$ cat src/rtl/gpio_input_conditioner.sv
// gpio_input_conditioner: synchronises GPIO pins, optionally debounces them (GPIO_INPUT_DEBOUNCE_EN) and latches edge interrupts
module gpio_input_conditioner #(
  parameter int WIDTH = 32,
  parameter int DEBOUNCE_CYCLES = 4
) (
  input  logic             clock,
  input  logic             reset_n,
  input  logic [WIDTH-1:0] gpio_pin_input,
  input  logic [WIDTH-1:0] rise_enable,
  input  logic [WIDTH-1:0] fall_enable,
  input  logic [WIDTH-1:0] irq_clear,
  output logic [WIDTH-1:0] gpio_value,
  output logic [WIDTH-1:0] irq_pending,
  output logic             irq_output
);
  logic [WIDTH-1:0] s1, s2, gv_next;
  always_ff @(posedge clock or negedge reset_n)
    if (!reset_n) begin
      s1 <= '0;
      s2 <= '0;
    end else begin
      s1 <= gpio_pin_input;
      s2 <= s1;
    end
`ifdef GPIO_INPUT_DEBOUNCE_EN
  localparam int CW = $clog2(DEBOUNCE_CYCLES + 1);
  localparam logic [CW-1:0] LAST = CW'(DEBOUNCE_CYCLES - 1);
  logic [WIDTH-1:0][CW-1:0] cnt;
  always_ff @(posedge clock or negedge reset_n)
    if (!reset_n) cnt <= '0;
    else
      for (int b = 0; b < WIDTH; b++)
        cnt[b] <= (s2[b] != gpio_value[b] && cnt[b] != LAST) ? cnt[b] + 1'b1 : '0;
  always_comb
    for (int b = 0; b < WIDTH; b++)
      gv_next[b] = (s2[b] != gpio_value[b] && cnt[b] == LAST) ? s2[b] : gpio_value[b];
`else
  assign gv_next = s2;
`endif
  always_ff @(posedge clock or negedge reset_n)
    if (!reset_n) begin
      gpio_value  <= '0;
      irq_pending <= '0;
    end else begin
      gpio_value  <= gv_next;
      irq_pending <= (gv_next & ~gpio_value & rise_enable) | (~gv_next & gpio_value & fall_enable) |
                     (irq_pending & ~irq_clear);
    end
  assign irq_output = |irq_pending;
endmodule
$ cat config.mk
export PLATFORM = sky130hd
export DESIGN_NAME = gpio_input_conditioner
export DESIGN_NICKNAME = d
export VERILOG_FILES = /design/src/rtl/gpio_input_conditioner.sv
export SDC_FILE = /design/constraint.sdc
export NUM_CORES = 1
export LEC_CHECK = 0
export BUFFER_PORTS_ARGS = -buffer_cell sky130_fd_sc_hd__buf_2
export CAP_MARGIN = 20
export CORE_UTILIZATION = 45
export DETAILED_ROUTE_END_ITERATION = 10
export GPL_ROUTABILITY_DRIVEN = 1
export GPL_TIMING_DRIVEN = 0
export PLACE_DENSITY_LB_ADDON = 0.1
export SYNTH_ARGS = -nofsm -noshare
export SYNTH_HDL_FRONTEND = slang
export SYNTH_SLANG_ARGS = --single-unit
$ cat constraint.sdc
create_clock -name clock -period 1.05 [get_ports clock]
set_input_delay 0.0525 -clock clock [delete_from_list [all_inputs] [get_ports clock]]
set_output_delay 0.0525 -clock clock [all_outputs]
set_load 0.05 [all_outputs]
==> metrics.md, run 1 <==
| Metric | Value |
|---|---|
| Postcts setup bufs | 29 |
| Mapped Area | 0.00404 mm^2 |
| Synthesized Nets | 397 |
| Initial Util | 0.463 |
| Status | did not finish |
| Area contributors post-synth | dfrtp_1, o221ai_1, nand3b_1, inv_1, nand2_1 |
| Ys flop type | dfrtp_1 |
| Post-synth ARST share | 1.00 |
| Top cell type's share of synthesized area | 0.793 |
| Die X | 96.7 um |
| Top-Level Pins | 195 |
| Place WS | -593 ps |
| Top-count cell post-synth | dfrtp_1 |
| CTS Buf Count | 17 |
| Buffers on Ports | 194 |
| Synth unique cells | 9 |
| Synth area leader | dfrtp_1 |
| Clock sink total | 128 |
| Die height | 96.7 um |
| FP Rows | 34 |
| Final HPWL DP | 6240 um |
| CTS resizes | 141 |
| YS warnings | 0 |
| Register area share after synthesis | 0.793 |
| Commonest cells in the netlist | dfrtp_1, inv_1, nand2_1, nand3b_1, o221ai_1 |
| GP Congestion | 0.807 |
| CTS Hold Buffers Added | 127 |
| Failed at | 4_1_cts |
| EDFF count, synth | 0 |
| H-tree levels | 4 |
| Yosys reg bits | 128 |
| Clk buf depth | 2 |
| Syn avg cell area | 15.1 um^2 |
| Log Error | [ERROR RSZ-0060] Max buffer count reached. |
| Cells after synthesis | 267 |
| Clock root cell | clkbuf_8 |
==> cells by family after synthesis <==
family,after synthesis,share of synthesized area
buf+inv,32,0.0297
flops,128,0.793
simple gates,75,0.108
compound gates,32,0.0694
==> metrics by stage <==
step                TNS [ps]  instance area [um^2]  cells  hold slack, ps   util
floorplan               -231                  4070    267            -243      -
global placement     -213620                  5180    569             161  0.594
detailed placement      -593                  5210    570           -79.6  0.598
==> inputs of run 2 (changes only) <==
--- a/config.mk
+++ b/config.mk
@@ -7,11 +7,11 @@
 export LEC_CHECK = 0
 export BUFFER_PORTS_ARGS = -buffer_cell sky130_fd_sc_hd__buf_2
 export CAP_MARGIN = 20
-export CORE_UTILIZATION = 45
+export CORE_UTILIZATION = 40
 export DETAILED_ROUTE_END_ITERATION = 10
 export GPL_ROUTABILITY_DRIVEN = 1
 export GPL_TIMING_DRIVEN = 0
-export PLACE_DENSITY_LB_ADDON = 0.1
+export PLACE_DENSITY_LB_ADDON = 0.15
 export SYNTH_ARGS = -nofsm -noshare
 export SYNTH_HDL_FRONTEND = slang
 export SYNTH_SLANG_ARGS = --single-unit
==> run 2 against run 1 <==
Net effect: synthesized cell count is the same; the flow now finishes, with violations (setup timing); synthesized area is the same.
==> metrics.md, run 2 <==
| Metric | Value |
|---|---|
| Layout cells sized above 1 | 0.451 |
| Reg-to-reg startpoint | gpio_value[17] |
| Clock sink total | 128 (unchanged) |
| Initial antenna violation count | 0 |
| Final setup violation count | 65 |
| Synthesized Nets | 397 (unchanged) |
| WS Path Type | flop to output pin |
| Violated checks | setup timing |
| Worst setup SP type | flop |
| Critical-path top delay cell | dfrtp_2 |
| Fin. max-slew vios | 0 |
| Slew @ Worst Pin | 571 ps |
| Post-Place Cells | 595 (+4.4%) |
| First-pass GRT wire length | 18,900 um |
| PD cells | 1770 mW/mm^2 |
| Vias per inst | 4.63 |
| Via Count | 3,687 |
| CP max FO | 3 |
| Worst-skew pair later-pin latency | 520 ps |
| Crit path to | irq_output |
| YS warnings | 0 (unchanged) |
| FP Rows | 36 (+5.9%) |
| CTS tree | yes |
| Cells after synthesis | 267 (unchanged) |
| TritonRoute pass-1 iters | 4 |
| Core area | 0.00977 mm^2 |
| Ys flop type | dfrtp_1 |
| Die height | 102 um (+5.9%) |
| Top-count cell post-synth | dfrtp_1 |
| Nets | 780 |
| Slew HR | 0.619 |
| DIE AREA | 0.0105 mm^2 |
| Buffers on Ports | 194 (unchanged) |
| Clock root cell | clkbuf_8 |
| GP Congestion | 0.718 (-11%) |
| Compound-Gate Fraction of Synth Area | 0.0694 (unchanged) |
| Yosys reg bits | 128 (unchanged) |
| Overall overflow remaining after global route | 0 |
| Clk buf depth | 2 (unchanged) |
| Syn-to-layout area delta | 97.0% |
| WP data arrival | 1850 ps |
| Syn avg cell area | 15.1 um^2 (unchanged) |
| Worst-path cell chain | nor4_1 -> nand4_1 -> or2_4 -> buf_6 |
| Total GRT Usage | 0.252 |
| Minimum clock period | 1900 ps |
| CP Buf/Inv Count | 1 |
| ANT nets after route | 0 |
| Commonest non-fill, non-tap cell in the layout | dlygate4sd3_1 |
| Max Fclk | 527 MHz |
| EDFF count, synth | 0 (unchanged) |
| Most frequent cells in the layout | dlygate4sd3_1, buf_2, dfrtp_1 |
| Stages on worst setup path | 4 |
| Worst Setup SP | irq_pending[6] |
| RSZ-0062 raised after global routing | true |
| Adder-Cell Fraction of Synth Area | 0 (unchanged) |
| Largest family of logic cells by synthesized area | simple AND/OR/NAND/NOR gates |
| Top cell type's share of synthesized area | 0.793 (unchanged) |
| N_diodes | 0 |
| Period utilization | 1.81 |
| Final HPWL DP | 6230 um (-0.21%) |
| Largest net degree at the start of global routing | 67 |
| Initial Util | 0.413 (-0.0499) |
| Top-Level Pins | 195 (unchanged) |
| Fin worst setup slack | -848 ps |
| Post-synth ARST share | 1.00 (unchanged) |
| Max cap viols | 0 |
| Worst Setup End Kind | output pin |
| Final WL | 12,900 um |
| CTS Buf Count | 17 (unchanged) |
| Req. time, crit path | 1000 ps |
| Reg2reg setup slack | 40 ps |
| R2R depth | 4 |
| RR Endpoint | irq_pending[17] |
| Drt drc | 0 |
| Commonest cells in the netlist | dfrtp_1, inv_1, nand2_1, nand3b_1, o221ai_1 |
| Hold WC Path Type | input pin to async pin |
| Synth unique cells | 9 (unchanged) |
| Simple-Gate Fraction of Synth Area | 0.108 (unchanged) |
| Die X | 102 um (+5.9%) |
| Worst path max stage delay | 430 ps |
| Non-filler cells, final | 796 |
| Mapped Area | 0.00404 mm^2 (unchanged) |
| Synth area leader | dfrtp_1 |
| Vias in the first global route | 3,986 |
| Initial drt markers | 66 |
| Clock Pin Slew Worst Setup and Hold Paths | 60 ps |
| Final Hold Fails | 0 |
| H-tree levels | 4 (unchanged) |
| Register area share after synthesis | 0.793 (unchanged) |
| VDD IR-drop max | 1050 uV |
| Area contributors post-synth | dfrtp_1, o221ai_1, nand3b_1, inv_1, nand2_1 |
| Worst Skew | 6.24 ps |
| Leak Pwr | 0.00376 uW |
| Post-synthesis xor/xnor area fraction | 0 (unchanged) |
| Status | finished, violations left |
| Post-DR wirelength/cell | 16.2 um |
| Multiplexer area fraction after synthesis | 0 (unchanged) |
| Overall power | 14,100 uW |
| Place WS | -616 ps (-23.4 ps) |
| Kind of cell adding the most delay to the critical path | simple AND/OR/NAND/NOR gates |
-- run 2: cell counts after synthesis --
No cell type changed its count.
-- run 2: power breakdown --
| part | total [uW] | switching [uW] | leakage, uW | internal [uW] |
|---|---|---|---|---|
| Sequential | 5600 | 316 | 0.00148 | 5280 |
| Combinational | 2440 | 1270 | 0.00198 | 1170 |
| Clock | 6040 | 2120 | 0.000294 | 3920 |
| Total | 14100 | 3710 | 0.00376 | 10400 |
-- run 2: timing repair --
item                                    CTS  global route
resized for setup                       142             6
hold buffers                            129             0
endpoints found under the setup margin   65            65
endpoints found under the hold margin   141             0
pin swaps                                 4             1
buffers inserted                         31            10
-- run 2: cells by family after synthesis --
kind of cell           Yosys count
flip-flops                     128
AND/OR/NAND/NOR                 75
AO/OA/AOI/OAI                   32
buffers and inverters           32
-- run 2: worst min-delay path by stage --
stage	cells after the start	start	to	slack (ps)
global placement	1	gpio_pin_input[4]	s1[4]	160
detailed placement	1	reset_n	gpio_value[8]	70
floorplan	0	reset_n	gpio_value[0]	-240
CTS	2	reset_n	irq_pending[8]	90
global route	2	reset_n	gv_next[8]	150
finish	2	reset_n	gpio_value[8]	120
-- run 2: layer usage --
layer  up-vias  track usage  wire (um)
li1       1713            -          -
met1      1784        0.260       4700
met2       154        0.453       6970
met3        36       0.0780        826
met4         0        0.136        423
met5         -            0          0
-- run 2: through the flow --
stage / TNS (ps) / utilization / cell area (um^2) / hold WS (ps)
after floorplan: -231 / - / 4070 / -243
after global placement: -217250 / 0.533 / 5210 / 161
after detailed placement: -616 / 0.536 / 5240 / 71.5
after CTS: -8690 / 0.805 / 7870 / 88.4
after global routing: -9820 / 0.814 / 7960 / 146
final: -7360 / 0.814 / 7960 / 115
-- run 2: layout make-up --
cell class	instances	area [um^2]
Inverter	32	120
Multi-Input combinational cell	107	791
Timing Repair Buffer	364	3030
Clock buffer	19	432
Sequential cell	128	3230
Fill cell	538	1820
Tap cell	133	166
Clock inverter	13	188
-- run 2: worst reg2reg max path, delay by kind of cell (launching register included) --
| kind | cells | cell delay, ps |
|---|---|---|
| and+or+nand+nor | 1 | 70 |
| DFF | 1 | 400 |
| AOI/OAI and AO/OA | 1 | 130 |
| buffers and inverters | 2 | 280 |
Power figures use the tool's default switching activity.
==> inputs of run 3 (changes only) <==
--- a/config.mk
+++ b/config.mk
@@ -7,6 +7,7 @@
 export LEC_CHECK = 0
 export BUFFER_PORTS_ARGS = -buffer_cell sky130_fd_sc_hd__buf_2
 export CAP_MARGIN = 20
+export CORE_MARGIN = 5
 export CORE_UTILIZATION = 40
 export DETAILED_ROUTE_END_ITERATION = 10
 export GPL_ROUTABILITY_DRIVEN = 1
==> run 3 against run 2 <==
Net effect: register-to-register slack got worse by 20 ps; critical endpoint unchanged; final cell count rose by 0.88%; critical path type unchanged; the flow still finishes with violations (setup timing); total power grew 0.30%; maximum frequency grew 1.1%.
==> metrics.md, run 3 (synthesis gave the netlist of run 2 again) <==
| Metric | Value |
|---|---|
| Status | finished, violations left |
| Violated checks | setup timing |
| PD cells | 1770 mW/mm^2 (-0.20%) |
| Place WS | -601 ps (+15.4 ps) |
| FP Rows | 36 (unchanged) |
| Fin. max-slew vios | 0 (unchanged) |
| ANT nets after route | 0 (unchanged) |
| Syn-to-layout area delta | 98.0% |
| Initial Util | 0.411 (-0.00190) |
| Drt drc | 0 (unchanged) |
| Period utilization | 1.79 (-0.0202) |
| Final HPWL DP | 6760 um (+8.5%) |
| Area after DPL | 0.00524 mm^2 (unchanged) |
| Final WL | 13,800 um (+6.5%) |
| WS Path Type | flop to output pin |
| Worst-path cell chain | nor4_4 -> nand4_1 -> or2_4 -> buf_6 |
| Leak Pwr | 0.00377 uW (+0.32%) |
| Initial drt markers | 117 (+77%) |
| Top-Level Pins | 195 (unchanged) |
| Min Hold Slack | 93.8 ps (-21.4 ps) |
| Overall power | 14,100 uW (+0.30%) |
| H-tree levels | 4 (unchanged) |
| Nets | 784 (+0.51%) |
| Non-filler cells, final | 803 (+0.88%) |
| Die X | 110 um (+7.8%) |
| TritonRoute pass-1 iters | 4 (unchanged) |
| Post-Place Cells | 595 (unchanged) |
| Worst Skew | 10.5 ps (+4.30 ps) |
| Initial antenna violation count | 3 (+3) |
| Worst path max stage delay | 440 ps (about the same) |
| Clock root cell | clkbuf_8 |
| First-pass GRT wire length | 22,300 um (+18%) |
| Number of fill cells | 541 (+0.56%) |
| Overall overflow remaining after global route | 0 (unchanged) |
| Final Instance Area | 0.00800 mm^2 (+0.50%) |
| CTS Buf Count | 17 (unchanged) |
| RSZ-0062 raised after global routing | true |
| Critical-path top delay cell | dfrtp_2 |
| Fin worst setup slack | -827 ps (+21.2 ps) |
| Slew @ Worst Pin | 577 ps (+5.99 ps) |
| CP max FO | 3 (unchanged) |
| WP data arrival | 1820 ps (-30 ps) |
| Buffers on Ports | 194 (unchanged) |
| GP Congestion | 0.777 (+8.2%) |
| Multi-input gate area | 800 um^2 (+1.1%) |
| Vias in the first global route | 4,395 (+10%) |
| CTS tree | yes |
| Req. time, crit path | 1000 ps (about the same) |
| Worst Setup End Kind | output pin |
| Hold WC Path Type | input pin to async pin |
| Worst-skew pair later-pin latency | 500 ps (-20 ps) |
| VDD IR-drop max | 1110 uV (+5.5%) |
| Max Fclk | 533 MHz (+1.1%) |
| Worst setup SP type | flop |
| Core area | 0.00982 mm^2 (+0.46%) |
| Layout cells sized above 1 | 0.456 (+0.00479) |
| Vias per inst | 4.69 (+1.2%) |
| Slew HR | 0.615 (-0.00399) |
| Minimum clock period | 1880 ps (-21.2 ps) |
| Commonest non-fill, non-tap cell in the layout | dlygate4sd3_1 |
| Die height | 110 um (+7.8%) |
| Clk buf depth | 2 (unchanged) |
| DIE AREA | 0.0122 mm^2 (+16%) |
| Final setup violation count | 65 (unchanged) |
| Via Count | 3,763 (+2.1%) |
| Largest net degree at the start of global routing | 66 (-1.5%) |
| Most frequent cells in the layout | dlygate4sd3_1, buf_2, dfrtp_1 |
| Clock Pin Slew Worst Setup and Hold Paths | 60 ps (about the same) |
| Final Hold Fails | 0 (unchanged) |
| Register area | 0.00324 mm^2 (about the same) |
| Total GRT Usage | 0.230 (-0.0217) |
| Post-DR wirelength/cell | 17.1 um (+5.6%) |
| Reg2reg setup slack | 20 ps (-20 ps) |
| Max cap viols | 0 (unchanged) |
| Clock sink total | 128 (unchanged) |
-- run 3: cell count changes in the layout (fill, tap and decap cells not counted), moves of 2 or more --
cell	delta
buf_4	+6
diode_2	+3
clkinv_2	-2
dfrtp_1	-2
dfrtp_2	+2
-- run 3: cell type report --
type                       count  area share
timing repair buffer         368       0.381
sequential                   128       0.405
antenna                        3    0.000939
clock buffer                  20      0.0545
tap                          133      0.0208
multi-input combinational    107       0.100
clock inverter                12      0.0233
inverter                      32      0.0150
-- run 3: worst max-delay path, delay by kind of cell, from the launching register on --
kind | cells | cell delay, ps
flops | 1 | 440
simple gates | 3 | 730
buf+inv | 1 | 150
-- run 3: where the power goes --
group / internal, uW / leakage (uW) / switching (uW)
clock network: 3940 / 0.000292 / 2130
logic: 1170 / 0.00200 / 1270
registers: 5290 / 0.00148 / 330
total: 10400 / 0.00377 / 3730
-- run 3: metal layers --
metal	share of wire	wire length (um)	global-route usage	up-vias
met5	0	0	0	-
met4	0.040	546	0.119	0
met3	0.056	774	0.0700	44
met2	0.54	7470	0.409	158
met1	0.36	4970	0.245	1840
li1	-	-	-	1721
-- run 3: through the flow --
stage / TNS (ps) / utilization
after CTS: -7170 / 0.799
after floorplan: -231 / -
after global routing: -8830 / 0.814
after detailed placement: -601 / 0.534
after global placement: -216000 / 0.530
final: -6010 / 0.814
-- run 3: path summary, 6_finish.rpt --
check                                   from         endpoint  cells past startpoint
max                           irq_pending[5]       irq_output                      4
min                                  reset_n   gpio_value[23]                      2
max reg2reg                   gpio_value[12]  irq_pending[12]                      4
min in group clock         gpio_pin_input[3]            s1[3]                      2
max in group asynchronous            reset_n   irq_pending[5]                      3
min reg2reg                           s1[14]      gv_next[14]                      0
-- run 3: timing repair --
| action | CTS | global route |
|---|---|---|
| setup endpoints to repair | 65 | 65 |
| hold buffers | 129 | 0 |
| pin swaps | 2 | 0 |
| resized for setup | 141 | 6 |
| setup buffers | 28 | 16 |
| hold endpoints to repair | 127 | 0 |
